$ cat src/rtl/control_unit_if.sv
// Control bundle between the hardwired sequencer and the single-bus datapath.
// CU_MEM_WAIT_EN adds the MemReady memory handshake.
interface control_unit_if;
  logic [31:0] IR;
`ifdef CU_MEM_WAIT_EN
  logic        MemReady;
`endif
  logic        PCout, Zhiout, Zlowout, MDRout, InPortout, BAout, Cout;
  logic        MARin, Zin, PCin, MDRin, IRin, Yin, OutPortin, Rin, CONIn;
  logic        Gra, Grb, Grc, Rout, IncPC, Read, Write, Strobe;
  logic [3:0]  ALUop;
  logic        Run;
  logic        Illegal;
  logic [3:0]  State;

  modport master (
    input  IR,
`ifdef CU_MEM_WAIT_EN
    input  MemReady,
`endif
    output PCout, Zhiout, Zlowout, MDRout, InPortout, BAout, Cout,
    output MARin, Zin, PCin, MDRin, IRin, Yin, OutPortin, Rin, CONIn,
    output Gra, Grb, Grc, Rout, IncPC, Read, Write, Strobe,
    output ALUop, Run, Illegal, State
  );

  modport slave (
    output IR,
`ifdef CU_MEM_WAIT_EN
    output MemReady,
`endif
    input  PCout, Zhiout, Zlowout, MDRout, InPortout, BAout, Cout,
    input  MARin, Zin, PCin, MDRin, IRin, Yin, OutPortin, Rin, CONIn,
    input  Gra, Grb, Grc, Rout, IncPC, Read, Write, Strobe,
    input  ALUop, Run, Illegal, State
  );
endinterface

$ cat src/rtl/control_unit.sv
// Hardwired Moore control sequencer (fetch T0-T2, decode/execute T3-T7) for the single-bus datapath.
// Define CU_MEM_WAIT_EN to stall T1, ld-T6 and st-T7 on the MemReady handshake.
module control_unit (
  input  logic           Clock,
  input  logic           Clear,
  control_unit_if.master bus
);

  typedef enum logic [3:0] {
    S_RESET = 4'd0,
    S_T0    = 4'd1,
    S_T1    = 4'd2,
    S_T2    = 4'd3,
    S_T3    = 4'd4,
    S_T4    = 4'd5,
    S_T5    = 4'd6,
    S_T6    = 4'd7,
    S_T7    = 4'd8,
    S_HALT  = 4'd9
  } state_t;

  localparam logic [4:0] OP_LD   = 5'd0;
  localparam logic [4:0] OP_LDI  = 5'd1;
  localparam logic [4:0] OP_ST   = 5'd2;
  localparam logic [4:0] OP_ADD  = 5'd3;
  localparam logic [4:0] OP_SUB  = 5'd4;
  localparam logic [4:0] OP_AND  = 5'd5;
  localparam logic [4:0] OP_OR   = 5'd6;
  localparam logic [4:0] OP_ADDI = 5'd11;
  localparam logic [4:0] OP_ANDI = 5'd12;
  localparam logic [4:0] OP_ORI  = 5'd13;
  localparam logic [4:0] OP_NOP  = 5'd26;
  localparam logic [4:0] OP_HALT = 5'd27;

  localparam logic [3:0] ALU_ADD = 4'd0;
  localparam logic [3:0] ALU_SUB = 4'd1;
  localparam logic [3:0] ALU_AND = 4'd2;
  localparam logic [3:0] ALU_OR  = 4'd3;

  state_t     state_r;
  state_t     state_nxt_s;
  logic [4:0] opcode_s;
  logic       mem_ready_s;
  logic       is_reg_alu_s;
  logic       is_imm_s;
  logic       is_ldi_s;
  logic       is_ld_s;
  logic       is_st_s;
  logic       is_halt_s;
  logic       is_illegal_s;
  logic [3:0] alu_sel_s;

  assign opcode_s = bus.IR[31:27];

`ifdef CU_MEM_WAIT_EN
  assign mem_ready_s = bus.MemReady;
`else
  assign mem_ready_s = 1'b1;
`endif

  // Opcode classification and ALU function select
  always_comb begin
    is_reg_alu_s = 1'b0;
    is_imm_s     = 1'b0;
    is_ldi_s     = 1'b0;
    is_ld_s      = 1'b0;
    is_st_s      = 1'b0;
    is_halt_s    = 1'b0;
    is_illegal_s = 1'b0;
    alu_sel_s    = ALU_ADD;
    case (opcode_s)
      OP_LD:   is_ld_s = 1'b1;
      OP_LDI:  is_ldi_s = 1'b1;
      OP_ST:   is_st_s = 1'b1;
      OP_ADD:  is_reg_alu_s = 1'b1;
      OP_SUB:  begin is_reg_alu_s = 1'b1; alu_sel_s = ALU_SUB; end
      OP_AND:  begin is_reg_alu_s = 1'b1; alu_sel_s = ALU_AND; end
      OP_OR:   begin is_reg_alu_s = 1'b1; alu_sel_s = ALU_OR;  end
      OP_ADDI: is_imm_s = 1'b1;
      OP_ANDI: begin is_imm_s = 1'b1; alu_sel_s = ALU_AND; end
      OP_ORI:  begin is_imm_s = 1'b1; alu_sel_s = ALU_OR;  end
      OP_NOP:  is_illegal_s = 1'b0;
      OP_HALT: is_halt_s = 1'b1;
      default: is_illegal_s = 1'b1;
    endcase
  end

  // State register; Clear aborts any instruction in flight
  always_ff @(posedge Clock or negedge Clear) begin
    if (!Clear) begin
      state_r <= S_RESET;
    end else begin
      state_r <= state_nxt_s;
    end
  end

  // Next-state sequencing, including memory stalls
  always_comb begin
    state_nxt_s = state_r;
    case (state_r)
      S_RESET: state_nxt_s = S_T0;
      S_T0:    state_nxt_s = S_T1;
      S_T1:    state_nxt_s = mem_ready_s ? S_T2 : S_T1;
      S_T2:    state_nxt_s = S_T3;
      S_T3: begin
        if (is_halt_s) begin
          state_nxt_s = S_HALT;
        end else if (is_reg_alu_s || is_imm_s || is_ldi_s || is_ld_s || is_st_s) begin
          state_nxt_s = S_T4;
        end else begin
          state_nxt_s = S_T0;
        end
      end
      S_T4:    state_nxt_s = S_T5;
      S_T5:    state_nxt_s = (is_ld_s || is_st_s) ? S_T6 : S_T0;
      S_T6:    state_nxt_s = (is_ld_s && !mem_ready_s) ? S_T6 : S_T7;
      S_T7:    state_nxt_s = (is_st_s && !mem_ready_s) ? S_T7 : S_T0;
      S_HALT:  state_nxt_s = S_HALT;
      default: state_nxt_s = S_RESET;
    endcase
  end

  // Moore output decode from state and opcode
  always_comb begin
    bus.PCout     = 1'b0;
    bus.Zhiout    = 1'b0;
    bus.Zlowout   = 1'b0;
    bus.MDRout    = 1'b0;
    bus.InPortout = 1'b0;
    bus.BAout     = 1'b0;
    bus.Cout      = 1'b0;
    bus.MARin     = 1'b0;
    bus.Zin       = 1'b0;
    bus.PCin      = 1'b0;
    bus.MDRin     = 1'b0;
    bus.IRin      = 1'b0;
    bus.Yin       = 1'b0;
    bus.OutPortin = 1'b0;
    bus.Rin       = 1'b0;
    bus.CONIn     = 1'b0;
    bus.Gra       = 1'b0;
    bus.Grb       = 1'b0;
    bus.Grc       = 1'b0;
    bus.Rout      = 1'b0;
    bus.IncPC     = 1'b0;
    bus.Read      = 1'b0;
    bus.Write     = 1'b0;
    bus.Strobe    = 1'b0;
    bus.ALUop     = ALU_ADD;
    bus.Illegal   = 1'b0;
    bus.Run       = (state_r != S_RESET) && (state_r != S_HALT);
    case (state_r)
      S_T0: begin
        bus.PCout = 1'b1; bus.MARin = 1'b1; bus.IncPC = 1'b1; bus.Zin = 1'b1;
      end
      S_T1: begin
        bus.Zlowout = 1'b1; bus.PCin = 1'b1; bus.Read = 1'b1; bus.MDRin = 1'b1;
      end
      S_T2: begin
        bus.MDRout = 1'b1; bus.IRin = 1'b1;
      end
      S_T3: begin
        if (is_reg_alu_s || is_imm_s) begin
          bus.Grb = 1'b1; bus.Rout = 1'b1; bus.Yin = 1'b1;
        end else if (is_ldi_s || is_ld_s || is_st_s) begin
          bus.Grb = 1'b1; bus.BAout = 1'b1; bus.Yin = 1'b1;
        end else begin
          bus.Illegal = is_illegal_s;
        end
      end
      S_T4: begin
        bus.Zin   = 1'b1;
        bus.ALUop = alu_sel_s;
        if (is_reg_alu_s) begin
          bus.Grc = 1'b1; bus.Rout = 1'b1;
        end else begin
          bus.Cout = 1'b1;
        end
      end
      S_T5: begin
        bus.Zlowout = 1'b1;
        if (is_ld_s || is_st_s) begin
          bus.MARin = 1'b1;
        end else begin
          bus.Gra = 1'b1; bus.Rin = 1'b1;
        end
      end
      S_T6: begin
        bus.MDRin = 1'b1;
        if (is_ld_s) begin
          bus.Read = 1'b1;
        end else begin
          bus.Gra = 1'b1; bus.Rout = 1'b1;
        end
      end
      S_T7: begin
        if (is_ld_s) begin
          bus.MDRout = 1'b1; bus.Gra = 1'b1; bus.Rin = 1'b1;
        end else begin
          bus.Write = 1'b1;
        end
      end
      default: bus.Run = bus.Run;
    endcase
  end

  assign bus.State = state_r;

endmodule
$ cat src/flat_wrapper.sv
// flat-port wrapper written by rule: the top's interface ports become plain ports
module control_unit_flat 
  (Clock, Clear, bus_IR, bus_PCout, bus_Zhiout, bus_Zlowout, bus_MDRout, bus_InPortout, bus_BAout, bus_Cout, bus_MARin, bus_Zin, bus_PCin, bus_MDRin, bus_IRin, bus_Yin, bus_OutPortin, bus_Rin, bus_CONIn, bus_Gra, bus_Grb, bus_Grc, bus_Rout, bus_IncPC, bus_Read, bus_Write, bus_Strobe, bus_ALUop, bus_Run, bus_Illegal, bus_State);
  control_unit_if bus_i ();
  input  logic Clock;
  input  logic Clear;
  input wire logic [$bits(bus_i.IR)-1:0] bus_IR;
  output wire logic [$bits(bus_i.PCout)-1:0] bus_PCout;
  output wire logic [$bits(bus_i.Zhiout)-1:0] bus_Zhiout;
  output wire logic [$bits(bus_i.Zlowout)-1:0] bus_Zlowout;
  output wire logic [$bits(bus_i.MDRout)-1:0] bus_MDRout;
  output wire logic [$bits(bus_i.InPortout)-1:0] bus_InPortout;
  output wire logic [$bits(bus_i.BAout)-1:0] bus_BAout;
  output wire logic [$bits(bus_i.Cout)-1:0] bus_Cout;
  output wire logic [$bits(bus_i.MARin)-1:0] bus_MARin;
  output wire logic [$bits(bus_i.Zin)-1:0] bus_Zin;
  output wire logic [$bits(bus_i.PCin)-1:0] bus_PCin;
  output wire logic [$bits(bus_i.MDRin)-1:0] bus_MDRin;
  output wire logic [$bits(bus_i.IRin)-1:0] bus_IRin;
  output wire logic [$bits(bus_i.Yin)-1:0] bus_Yin;
  output wire logic [$bits(bus_i.OutPortin)-1:0] bus_OutPortin;
  output wire logic [$bits(bus_i.Rin)-1:0] bus_Rin;
  output wire logic [$bits(bus_i.CONIn)-1:0] bus_CONIn;
  output wire logic [$bits(bus_i.Gra)-1:0] bus_Gra;
  output wire logic [$bits(bus_i.Grb)-1:0] bus_Grb;
  output wire logic [$bits(bus_i.Grc)-1:0] bus_Grc;
  output wire logic [$bits(bus_i.Rout)-1:0] bus_Rout;
  output wire logic [$bits(bus_i.IncPC)-1:0] bus_IncPC;
  output wire logic [$bits(bus_i.Read)-1:0] bus_Read;
  output wire logic [$bits(bus_i.Write)-1:0] bus_Write;
  output wire logic [$bits(bus_i.Strobe)-1:0] bus_Strobe;
  output wire logic [$bits(bus_i.ALUop)-1:0] bus_ALUop;
  output wire logic [$bits(bus_i.Run)-1:0] bus_Run;
  output wire logic [$bits(bus_i.Illegal)-1:0] bus_Illegal;
  output wire logic [$bits(bus_i.State)-1:0] bus_State;
  assign bus_i.IR = bus_IR;
  assign bus_PCout = bus_i.PCout;
  assign bus_Zhiout = bus_i.Zhiout;
  assign bus_Zlowout = bus_i.Zlowout;
  assign bus_MDRout = bus_i.MDRout;
  assign bus_InPortout = bus_i.InPortout;
  assign bus_BAout = bus_i.BAout;
  assign bus_Cout = bus_i.Cout;
  assign bus_MARin = bus_i.MARin;
  assign bus_Zin = bus_i.Zin;
  assign bus_PCin = bus_i.PCin;
  assign bus_MDRin = bus_i.MDRin;
  assign bus_IRin = bus_i.IRin;
  assign bus_Yin = bus_i.Yin;
  assign bus_OutPortin = bus_i.OutPortin;
  assign bus_Rin = bus_i.Rin;
  assign bus_CONIn = bus_i.CONIn;
  assign bus_Gra = bus_i.Gra;
  assign bus_Grb = bus_i.Grb;
  assign bus_Grc = bus_i.Grc;
  assign bus_Rout = bus_i.Rout;
  assign bus_IncPC = bus_i.IncPC;
  assign bus_Read = bus_i.Read;
  assign bus_Write = bus_i.Write;
  assign bus_Strobe = bus_i.Strobe;
  assign bus_ALUop = bus_i.ALUop;
  assign bus_Run = bus_i.Run;
  assign bus_Illegal = bus_i.Illegal;
  assign bus_State = bus_i.State;
  control_unit u_core (.Clock(Clock), .Clear(Clear), .bus(bus_i));
endmodule
$ cat config.mk
export PLATFORM = sky130hd
export DESIGN_NAME = control_unit_flat
export DESIGN_NICKNAME = d
export VERILOG_FILES = /design/src/rtl/control_unit_if.sv /design/src/rtl/control_unit.sv /design/src/flat_wrapper.sv
export SDC_FILE = /design/constraint.sdc
export NUM_CORES = 1
export LEC_CHECK = 0
export ABC_AREA = 1
export BUFFER_PORTS_ARGS = -buffer_cell sky130_fd_sc_hd__buf_2
export CORE_UTILIZATION = 33
export CTS_CLUSTER_SIZE = 8
export DETAILED_ROUTE_END_ITERATION = 16
export GPL_TIMING_DRIVEN = 0
export PLACE_DENSITY = 0.78
export REMOVE_ABC_BUFFERS = 1
export SYNTH_ARGS = -nofsm -noshare
export SYNTH_HDL_FRONTEND = slang
export SYNTH_SLANG_ARGS = --single-unit
$ cat constraint.sdc
create_clock -name Clock -period 1.49 [get_ports Clock]
set_input_delay 0.298 -clock Clock [delete_from_list [all_inputs] [get_ports Clock]]
set_output_delay 0.298 -clock Clock [all_outputs]
set_load 0.02 [all_outputs]
==> summary.md <==
| Metric | Value |
|---|---|
| First-pass GRT wire length | 2700 µm |
| Status | finished with violations |
| Setup TNS Final | -3.51 ns |
| Failing checks | negative setup slack |
| Top FF cell, synth | dfrtp_1 |
| Via/cell ratio | between 4 and 5 |
| Layout cells sized above 1 | 57.3% |
| Synth cell types | 17 |
| Critical Path Max Stage Delay | 0.45 ns |
| Total track usage | 18.4% |
| Comb pwr share | 78.8% |
| Clock Skew | 0.00657 ns |
| Max FFs per register | 4 |
| Die footprint | a little over 2000 µm² |
| Die X | ~45 µm |
| Synth cell count leaders | 25 x inv_1, 23 x nand2_1, 20 x nor2_1, 12 x nand3_1, 9 x buf_4 |
| Critical path class | flop to output port |
| I/O pin count | 68 |
| Cell area after synthesis | 612 µm² |
| Worst-path clk slew | 0.04 ns |
| CP required | 1.19 ns |
| Initial drt markers | 9 |
| Critical path cell sequence | nor2_4, inv_2, nor3_4, inv_2, o21ai_1, buf_4 |
| Int Power | approximately 0.0009 W |
| CP max-delay cell | dfrtp_2 |
| Largest net degree at the start of global routing | 8 |
| Setup violations, final | 23 |
| Worst-Skew Late Latency | 0.25 ns |
| Syn. warnings | 0 |
| Fmax | between 0.5 and 0.6 GHz |
| Vias in the first global route | 676 |
| GRT Residual Overflow | 0 |
| Crit path launch type | flop |
| Crit Path Max Fanout | 6 |
| Maxcap violations | 0 |
| CTS tree | yes |
| Max Buffers Root-to-Sink | 2 |
| Pleak | approximately 0.65 nW |
| VDD IR max | slightly above 800 µV |
| Count of final hold-check violations | 0 |
| Core area | about 1700 µm² |
| Seq pwr share | 14.0% |
| Most common cell in the netlist | inv_1 |
| Antenna diodes | 0 |
| Num rows | 15 |
| Number of CTS-inserted buffers | 3 |
| Utilization after layout | approximately 62% |
| Gpl congestion | 0.866 |
| Yosys top cell area share | between 10% and 20% |
| Seq/Total Area, Yosys | about 16% |
| Worst EP arrival | approximately 1.5 ns |
| Area growth syn-to-layout | 76.3% |
| Largest cells by area after synthesis | dfrtp_1 16%, inv_1 15%, nand2_1 14%, nor2_1 12%, buf_4 11% |
| DRC errors left | 0 |
| Syn avg cell area | 5.37 µm² |
| Worst hold path type | input pin to async pin |
| Slack of the critical path | -0.253 ns |
| Final wirelength | around 2000 µm |
| DP Wirelength | 1250 µm |
| Clk pwr share | 7.2% |
| Initial Utilization | 35.4% |
| Post-synth EDFFs | 0 |
| Setup crit end kind | output port |
| FF+latch count, synth | 4 |
| FFs w/ async S/R, synth | 100% |
| Post-synthesis instance total | 114 |
| Switching share of power | 55.3% |
| Final number of max-transition violations | 0 |
| Clk sinks | 4 |
| Fillers | 159 |
| H-tree Lvls | 1 |
| Drt pass-1 iters | 6 |
| Drt wl/cell | 11.1 µm |
| RSZ-0062 raised after global routing | yes |
| Yosys top cell by area | dfrtp_1 |
| Antenna Nets Post-Route | 0 |
| Die extent in y | 45.1 µm |
| Nets | 193 |
| Most used cell, CP | inv_2 |
| Psw | 0.00111 W |
| I/O Buffers | 33 |
| Root Buffer | clkbuf_4 |
| Pwr per Cell Area | roughly 1900 nW/µm² |
| Final Cycle Share | 117% |
| Initial antenna violation count | 0 |
| Fin crit period | 1.74 ns |
| Routed via count | 849 |
through the flow:
step / total power, W / setup slack (ns) / instances / instance area [µm²] / hold slack [ns]
finish: 0.00201 / -0.253 / 182 / 1080 / 0.390
CTS: 0.00169 / -0.200 / 177 / 927 / 0.391
global placement: 0.00123 / -0.0300 / 169 / 763 / 0.102
detailed placement: 0.00125 / -0.0499 / 169 / 763 / 0.104
global route: 0.00212 / -0.314 / 182 / 1080 / 0.403
floorplan: 0.000931 / -0.159 / 111 / 567 / 0.00241
cells in the final DEF (no fill, tap or decap):
cell type and n:
nand3_2 3, o21ai_2 2, o21ai_1 1, a21oi_2 1, buf_2 11, nor2_4 6
nor2_2 5, nand3_1 9, clkbuf_4 3, conb_1 7, inv_4 1, nand2_1 15
dfrtp_1 1, nand2_2 10, dfrtp_2 3, dlygate4sd3_1 1, buf_4 18, buf_6 13
inv_1 15, o21a_1 2, nand2_4 1, o211ai_1 1, nor3_4 1, nor3_2 1
a31oi_1 1, a21oi_1 1, inv_2 11, nor2_1 13
worst max-delay path: cells and delay by family, from the launching register on:
family	cells	cell delay, ns
AO/OA/AOI/OAI	1	0.15
buffers and inverters	3	0.29
flip-flops	1	0.45
AND/OR/NAND/NOR	2	0.32
repair_timing:
action                                  CTS  global route
setup buffers                             4             5
gates resized for setup                  44            36
hold buffers                              1             0
pin swaps                                 5             8
hold endpoints to repair                  4             0
endpoints found under the setup margin   23            23
logic make-up after synthesis:
| kind of cell | Yosys count | share of synthesized area [%] |
|---|---|---|
| AND/OR/NAND/NOR | 64 | 46.6 |
| AO/OA/AOI/OAI | 9 | 8.79 |
| buffers and inverters | 36 | 27.6 |
| flip-flops | 4 | 16.4 |
| other | 1 | 0.613 |
power groups by stage:
| stage | registers [W] | logic [W] | clock network (W) |
|---|---|---|---|
| after global placement | 0.000217 | 0.00101 | 0 |
| after CTS | 0.000254 | 0.00129 | 0.000145 |
| final | 0.000281 | 0.00158 | 0.000144 |
| after detailed placement | 0.000224 | 0.00103 | 0 |
| after global routing | 0.000287 | 0.00169 | 0.000149 |
| after floorplan | 0.000264 | 0.000667 | 0 |
routing by layer:
metal / GRT usage, % / part of all wire, % / vias up
li1: - / - / 415
met1: 19.4 / 37 / 389
met2: 33.0 / 55 / 41
met3: 5.20 / 6.0 / 4
met4: 9.09 / 1.5 / 0
met5: 0 / 0 / -
worst paths after layout:
kind | startpoint | slack, ns | depth (start not counted) | endpoint
min | Clear | 0.39 | 2 | u_core.bus.State[1]
max reg2reg | u_core.bus.State[3] | 0.04 | 8 | u_core.bus.State[3]
max in group asynchronous | Clear | 0.96 | 2 | u_core.bus.State[3]
min in group Clock | bus_IR[31] | 0.41 | 3 | u_core.bus.State[3]
max | u_core.bus.State[3] | -0.25 | 6 | bus_Read
min reg2reg | u_core.bus.State[3] | 0.67 | 2 | u_core.bus.State[0]
cell type report:
| class | count | area [µm²] | share of cell area [%] |
|---|---|---|---|
| timing repair buffer | 43 | 347 | 32.1 |
| clock buffer | 3 | 22.5 | 2.09 |
| inverter | 27 | 104 | 9.63 |
| multi-input combinational | 80 | 470 | 43.6 |
| tap | 25 | 31.3 | 2.90 |
| sequential | 4 | 104 | 9.63 |
Power figures use the tool's default switching activity.
